==> src/rtl/reg_scoreboard_pkg.sv <==
// Shared encodings for the GPR scoreboard: destination latency
// classes, stall causes and the architectural register count.
package reg_scoreboard_pkg;

    localparam int NUM_GPR = 32;

    typedef enum logic [1:0] {
        WC_ALU  = 2'd0,
        WC_LOAD = 2'd1,
        WC_LONG = 2'd2,
        WC_RSVD = 2'd3
    } wr_class_e;

    typedef enum logic [1:0] {
        SC_NONE     = 2'd0,
        SC_LOAD_USE = 2'd1,
        SC_LONG_RAW = 2'd2,
        SC_MDU      = 2'd3
    } stall_cause_e;

endpackage

==> src/rtl/sb_cnt_cell.sv <==
// Per-register load countdown: load, clear, decrement-when-running.
// A nonzero count means the register result is not yet forwardable.
module sb_cnt_cell
    import reg_scoreboard_pkg::*;
#(
    parameter int CW       = 1,
    parameter int LOAD_VAL = 1
) (
    input  logic clk_i,
    input  logic rst_i,
    input  logic clr_i,
    input  logic load_i,
    input  logic zero_i,
    input  logic hold_i,
    output logic busy_o
);

    logic [CW-1:0] cnt_q;
    logic [CW-1:0] cnt_d;

    // An issue write wins over the decrement of the same cycle.
    always_comb begin
        cnt_d = cnt_q;
        if (clr_i) begin
            cnt_d = '0;
        end else if (load_i) begin
            cnt_d = CW'(LOAD_VAL);
        end else if (zero_i) begin
            cnt_d = '0;
        end else if (!hold_i && (cnt_q != '0)) begin
            cnt_d = cnt_q - CW'(1);
        end
    end

    always_ff @(posedge clk_i or posedge rst_i) begin
        if (rst_i) begin
            cnt_q <= '0;
        end else begin
            cnt_q <= cnt_d;
        end
    end

    assign busy_o = (cnt_q != '0);

endmodule

==> src/rtl/reg_scoreboard.sv <==
// GPR scoreboard for the ID stage: load-use countdowns per register
// plus a single outstanding long (MULT/DIV) destination.
module reg_scoreboard
    import reg_scoreboard_pkg::*;
#(
    parameter int REG_NUM  = NUM_GPR,
    parameter int LOAD_LAT = 1
) (
    input  logic               clk,
    input  logic               rst,
    input  logic               reg_read_en_1,
    input  logic [4:0]         reg_addr_1,
    input  logic               reg_read_en_2,
    input  logic [4:0]         reg_addr_2,
    input  logic               reg_write_en,
    input  logic [4:0]         reg_write_addr,
    input  logic               issue_valid,
    input  logic [1:0]         wr_class,
    input  logic               stall_ext,
    input  logic               flush,
    input  logic               long_done,
    output logic               stall_req,
    output logic [1:0]         stall_cause,
    output logic [REG_NUM-1:0] busy_mask,
    output logic               mdu_cancel
);

    localparam int CW = (LOAD_LAT < 1) ? 1 : $clog2(LOAD_LAT + 1);

    wr_class_e          cls;
    logic [REG_NUM-1:0] cnt_busy;
    logic               long_busy_q;
    logic               long_busy_d;
    logic [4:0]         long_addr_q;
    logic [4:0]         long_addr_d;
    logic               mdu_cancel_q;
    logic               mdu_cancel_d;
    logic               rd1;
    logic               rd2;
    logic               haz_load;
    logic               haz_long;
    logic               haz_mdu;
    logic               issue;
    logic               wr_ok;
    logic               load_set;
    logic               alu_clr;
    logic               long_set;

    assign cls = wr_class_e'(wr_class);
    assign rd1 = reg_read_en_1 && (reg_addr_1 != 5'd0);
    assign rd2 = reg_read_en_2 && (reg_addr_2 != 5'd0);

    assign haz_load = (rd1 && cnt_busy[reg_addr_1])
                   || (rd2 && cnt_busy[reg_addr_2]);

    // long_addr is never r0, so a write-enable to r0 cannot match it.
    assign haz_long = long_busy_q
                   && ((rd1 && (reg_addr_1 == long_addr_q))
                    || (rd2 && (reg_addr_2 == long_addr_q))
                    || (reg_write_en && (reg_write_addr == long_addr_q)));

    assign haz_mdu = (cls == WC_LONG) && long_busy_q;

    always_comb begin
        stall_req   = 1'b0;
        stall_cause = SC_NONE;
        if (issue_valid) begin
            if (haz_long) begin
                stall_req   = 1'b1;
                stall_cause = SC_LONG_RAW;
            end else if (haz_load) begin
                stall_req   = 1'b1;
                stall_cause = SC_LOAD_USE;
            end else if (haz_mdu) begin
                stall_req   = 1'b1;
                stall_cause = SC_MDU;
            end
        end
    end

    assign issue    = issue_valid && !stall_req && !stall_ext && !flush;
    assign wr_ok    = issue && reg_write_en && (reg_write_addr != 5'd0);
    assign load_set = wr_ok && (cls == WC_LOAD);
    assign alu_clr  = wr_ok && ((cls == WC_ALU) || (cls == WC_RSVD));
    assign long_set = wr_ok && (cls == WC_LONG);

    assign cnt_busy[0] = 1'b0;

    for (genvar r = 1; r < REG_NUM; r++) begin : g_cell
        logic hit;
        assign hit = (reg_write_addr == 5'(r));
        sb_cnt_cell #(
            .CW       (CW),
            .LOAD_VAL (LOAD_LAT)
        ) u_cell (
            .clk_i  (clk),
            .rst_i  (rst),
            .clr_i  (flush),
            .load_i (load_set && hit),
            .zero_i (alu_clr && hit),
            .hold_i (stall_ext),
            .busy_o (cnt_busy[r])
        );
    end

    always_comb begin
        long_busy_d  = long_busy_q;
        long_addr_d  = long_addr_q;
        mdu_cancel_d = 1'b0;
        if (flush) begin
            long_busy_d  = 1'b0;
            mdu_cancel_d = long_busy_q;
        end else if (long_set) begin
            long_busy_d = 1'b1;
            long_addr_d = reg_write_addr;
        end else if (long_done) begin
            long_busy_d = 1'b0;
        end
    end

    always_ff @(posedge clk or posedge rst) begin
        if (rst) begin
            long_busy_q  <= 1'b0;
            long_addr_q  <= 5'd0;
            mdu_cancel_q <= 1'b0;
        end else begin
            long_busy_q  <= long_busy_d;
            long_addr_q  <= long_addr_d;
            mdu_cancel_q <= mdu_cancel_d;
        end
    end

    always_comb begin
        busy_mask = '0;
        for (int r = 0; r < REG_NUM; r++) begin
            busy_mask[r] = cnt_busy[r]
                        || (long_busy_q && (long_addr_q == 5'(r)));
        end
    end

    assign mdu_cancel = mdu_cancel_q;

endmodule
==> config.mk <==
export PLATFORM = sky130hd
export DESIGN_NAME = reg_scoreboard
export DESIGN_NICKNAME = d
export VERILOG_FILES = /design/src/rtl/reg_scoreboard_pkg.sv /design/src/rtl/sb_cnt_cell.sv /design/src/rtl/reg_scoreboard.sv
export SDC_FILE = /design/constraint.sdc
export NUM_CORES = 1
export LEC_CHECK = 0
export ABC_AREA = 1
export CAP_MARGIN = 5
export CORE_MARGIN = 5
export CORE_UTILIZATION = 56
export CTS_CLUSTER_DIAMETER = 60
export DETAILED_ROUTE_END_ITERATION = 10
export HOLD_SLACK_MARGIN = 0.03
export PLACE_DENSITY = 0.83
export SYNTH_ARGS = -nofsm -noshare
export SYNTH_HDL_FRONTEND = slang
export SYNTH_HIERARCHICAL = 1
export SYNTH_SLANG_ARGS = --single-unit
export TNS_END_PERCENT = 100
==> constraint.sdc <==
create_clock -name clk -period 3.4 [get_ports clk]
set_clock_uncertainty 0.2 [all_clocks]
set_input_delay 1.02 -clock clk [delete_from_list [all_inputs] [get_ports clk]]
set_output_delay 1.02 -clock clk [all_outputs]
set_load 0.005 [all_outputs]
== Word level (Yosys, flattened, before mapping) ==
Cells that the tools add are included.
Operators by class
  reduce and logical (&&, ||, !) cells: 218
  bitwise logic cells: 1
  magnitude comparators: 2
  add/sub/neg operators: 31
  equal/unequal tests: 68
  mux-type cells: 140
Operator list (number)
  5-bit == test (second input constant): 32
  1-bit logical AND: 142
  1-bit two-way mux: 134
  4-bit nonzero test: 31
  5-bit by 4-bit == test with 1-bit output (second input constant): 16
  5-bit by 3-bit == test with 1-bit output (second input constant): 8
  1-bit logical OR: 35
  1-bit subtractor (second input constant): 31
  5-bit by 2-bit == test with 1-bit output (second input constant): 4
  5-bit == test: 3
  5-bit nonzero test: 3
  5-bit by 6-bit less-than comparator with 1-bit output (second input constant): 2
  1-bit binary-select mux with 5-bit select: 2
  5-bit by 1-bit == test with 1-bit output (second input constant): 2
  2-bit two-way mux: 4
  5-bit logical NOT: 1
  2-bit == test (second input constant): 2
  1-bit logical NOT: 3
  3-bit nonzero test: 1
  2-bit by 1-bit == test with 1-bit output (second input constant): 1
  2-bit logical NOT: 1
  2-bit AND reduction: 1
  1-bit inverter: 1
Storage, ports and cells
  bits in registers: 38
  input port bits: 26
  output and inout bits: 36

== Logic depth before layout (Yosys ltp) ==
  depth after elaboration: 19
  depth in mapped cells: 17

== By module ==
Netlist, hierarchy kept.
By module, submodules not included
  reg_scoreboard: area an instance 2312.2 um^2, instances 1, cells an instance 445
  sb_cnt_cell: area an instance 55.1 um^2, instances 31, cells an instance 6

== Worst setup path before layout ==
OpenSTA, ideal clock, no wires.
  kind: in2out
  from: input reg_addr_1[0]
  to: output stall_req
  path buffers: 2
  setup slack: 129 ps
  cell stages on the path: 12
  data arrival time: 2051 ps
  required time: 2180 ps
  path through: buf_6 -> clkinv_4 -> buf_8 -> nand4_2 -> o21ai_1 -> inv_1 -> nand3_2 -> nand3_2 -> nand2_2 -> inv_2 -> nor2_8 -> nor2_1
Between the ends
  cells in the longest elaborated chain, start to end: 8
  elaborated cells between the ends (all ways): 14
  those cells by class: eq/ne (1); mux (5); reduce/logical (8)
Ends and longest elaborated chain
  start: declaration: RTL line reg_scoreboard.sv:12  | input logic [4:0] reg_addr_1,
  branches (longest 6 deep; another with 1-bit binary-select mux with 5-bit select)
  1-bit two-way mux *: RTL line reg_scoreboard.sv:68  | if (haz_long) begin
  1-bit two-way mux *: RTL line reg_scoreboard.sv:67  | if (issue_valid) begin
  end: declaration: RTL line reg_scoreboard.sv:22  | output logic stall_req,
Every way passes the cells marked *. The select of a mux whose other input is x is not followed.

== Worst setup path in the final report ==
  from: input reg_addr_2[4]
  to: output stall_req
Between the ends
  cells in the longest elaborated chain, start to end: 8
  elaborated cells between the ends (all ways): 14
  those cells by class: eq/ne (1); mux (5); reduce/logical (8)
Ends and longest elaborated chain
  start: declaration: RTL line reg_scoreboard.sv:14  | input logic [4:0] reg_addr_2,
  branches (longest 6 deep; another with 1-bit binary-select mux with 5-bit select)
  1-bit two-way mux *: RTL line reg_scoreboard.sv:68
  1-bit two-way mux *: RTL line reg_scoreboard.sv:67
Marked as above.

==> metrics <==
pwr dens=228 mW/mm2; Routed WL=between 10000 and 15000 um; FILL cells=560; n_diodes=0; Die Area=between 0.008 and 0.009 mm2; grt total ovfl=0; number of distinct library cells after synthesis=33; pin count of the biggest net entering global routing=34; Post-Syn Area=between 0.004 and 0.005 mm2; GPL Wtd Cong=approximately 0.96; Max stage delay on crit path=around 290 ps; post-layout min period=approximately 3600 ps; buffer depth of the longest clock path=2; Residual DRC=0; Core Area=between 0.006 and 0.007 mm2; most common cell after layout, fill and taps aside=inv_1; R2R setup slack=roughly 880 ps; IO Pins=62; via count=roughly 4.6k; dpl cells=a little over 800; Reg clk slew, reported paths=70 ps; Worst Setup End Kind=primary output; Bufs and invs on worst path=3; synth warn=6; post-route ant nets=0; Via density=~5.5; first-pass GRT wire length=~22000 um; startpoint types=primary input; relative slew slack=0.635; hold path cells=2; Pre-antenna DRT Iters=5; CTS tree=built; Final Cycle Share=1.05; Post-Synthesis Cells=between 600 and 700; DR WL/cell=about 16 um; most frequent cells in the layout=148 x inv_1, 105 x nand2_1, 82 x nand3_1, 77 x nor2_1; syn nets=roughly 660; outcome=finished with violations; Register Area=~950 um2; layout cell share with drive strength beyond 1=0.234; number of cell rows=30; Power Total=~1.2 mW; post-synthesis area per instance=between 6 and 7 um2; violated checks=negative setup slack; cells along the critical path=dlygate4sd2_1, xor2_1, nor3_2, nand4_1, nand3_2, nand2_2, inv_2, nor2_8, nor2_1, buf_2; final worst-path setup slack=-184 ps; Placed Area=0.00490 mm2; worst reg2reg path depth=17; LEAKAGE=between 2 and 2.5 nW; WP data required=2180 ps; TritonCTS Sinks=38; unrepaired setup endpoints after global routing=true; Die H=94.7 um; dpl hpwl=about 10000 um; Setup CP Type=primary input to primary output; Starting Density=0.582; WP data arrival=between 2000 and 2500 ps; CTS Hold Bufs=0; Stages on worst setup path=10; family with the most delay on the worst path=simple AND/OR/NAND/NOR gates; VDD IR max=approximately 0.24 mV; vias in the first global route=approximately 4.3k; area of the multi-input gates=0.00234 mm2; synthesis-stage register bit count=38; Slew Limit Fails=0; initial antenna violation count=0; count of final hold-check violations=0; IO Port Bufs=approximately 60; Hold WS=about 340 ps; min-delay worst type=flip-flop to flip-flop; worst slew pin tran=547 ps; Final Setup Violations=3; Highest Clock Rate=279 MHz; design area=between 0.005 and 0.006 mm2; DRC marker count from the first detailed-route iteration=slightly below 400; fin cells=828; Clock Tree Root=clkbuf_8; DIE WIDTH=approximately 95 um; H-tree levels=2; CTS Buf Count=5; max_cap viols=0; worst-path fanout max=4; Layout Nets=roughly 760; Layout area overhead=29.4%; slowest library cell on the worst path=dlygate4sd2_1; total track usage=0.312; worst skew pair latency=slightly below 300 ps; post-synthesis sequential area ratio=0.237
## Yosys cell counts
master / instances / area share
buf_4: 1 / 0.0019
clkinv_4: 1 / 0.0022
inv_1: 150 / 0.14
inv_2: 2 / 0.0019
xnor2_1: 3 / 0.0065
xor2_1: 8 / 0.017
nand2_1: 106 / 0.099
nor3_1: 3 / 0.0037
clkinv_2: 1 / 0.0012
o211ai_1: 1 / 0.0019
nand3_1: 89 / 0.11
dfrtp_1: 38 / 0.24
a21oi_1: 3 / 0.0037
nand3_4: 3 / 0.013
buf_8: 1 / 0.0037
nand4_1: 8 / 0.012
nor2_1: 79 / 0.074
nand2_2: 1 / 0.0016
ha_1: 2 / 0.0062
o22ai_1: 2 / 0.0031
buf_2: 7 / 0.0087
clkbuf_1: 4 / 0.0037
clkinv_1: 1 / 0.00093
nand3_2: 35 / 0.087
o21ai_0: 29 / 0.036
inv_6: 1 / 0.0022
o21bai_1: 5 / 0.0093
buf_6: 11 / 0.031
a21oi_2: 31 / 0.068
nand4_2: 1 / 0.0031
nor2_2: 2 / 0.0031
o21ai_1: 1 / 0.0012
nor2_8: 1 / 0.0050
## flip-flops by register name, indices dropped and copies added (netlist names)
register / count
g_cell.u_cell/busy_o: 31
mdu_cancel: 1
long_busy_q: 1
long_addr_q: 5
## tightest hold or removal path, cell delays in order (launching register included)
cell and delay (ps):
dfrtp_1 390, nand3_2 80, a21oi_2 40
## path summary, 6_finish.rpt
path | start | end
max in group asynchronous | rst | long_addr_q[3]
max reg2reg | g_cell[25].u_cell/busy_o | g_cell[14].u_cell/busy_o
min in group asynchronous | rst | g_cell[9].u_cell/busy_o
min reg2reg | g_cell[2].u_cell/busy_o | g_cell[2].u_cell/busy_o
min | g_cell[2].u_cell/busy_o | g_cell[2].u_cell/busy_o
max | reg_addr_2[4] | stall_req
## stage by stage
stage	worst slack [ps]	util	TNS (ps)
6_report	-184	0.753	-457
3_3_place_gp	-913	0.710	-7330
4_1_cts	-186	0.751	-484
5_1_grt	-289	0.753	-824
3_5_place_dp	-963	0.710	-9130
2_1_floorplan	129	-	0
## final cells by class
type | instances | share of cell area
clock inverter | 1 | 0.000962
inverter | 156 | 0.115
tap | 96 | 0.0231
sequential | 38 | 0.184
multi-input combinational | 413 | 0.450
timing repair inverter | 2 | 0.00265
clock buffer | 7 | 0.0166
timing repair buffer | 115 | 0.209
## timing repair
item                                    in CTS  in global routing
pin swaps                                   12                  5
gates resized for setup                     65                 10
endpoints found under the hold margin        0                  0
endpoints found under the setup margin       4                 16
buffers inserted                            11                  1
gates cloned                                 3                  0
## report_power, final
part / total [mW] / internal, mW / switching [mW]
sequential: 0.490 / 0.463 / 0.0270
combinational: 0.376 / 0.149 / 0.227
clock: 0.321 / 0.164 / 0.157
## routing by layer
metal	global-route usage	wire length [um]
met3	0.0422	1090
met1	0.406	5300
met2	0.518	6450
met5	0	0
met4	0.131	450
## cell families after synthesis
| family | count (synthesis) | share of synthesized area |
|---|---|---|
| DFF | 38 | 0.237 |
| and+or+nand+nor | 328 | 0.413 |
| xor gates and xnor gates | 11 | 0.0240 |
| AOI/OAI and AO/OA | 72 | 0.123 |
| adders and majority gates | 2 | 0.00623 |
| buffers and inverters | 180 | 0.197 |
Note: power is estimated with default switching activity, not from simulation.
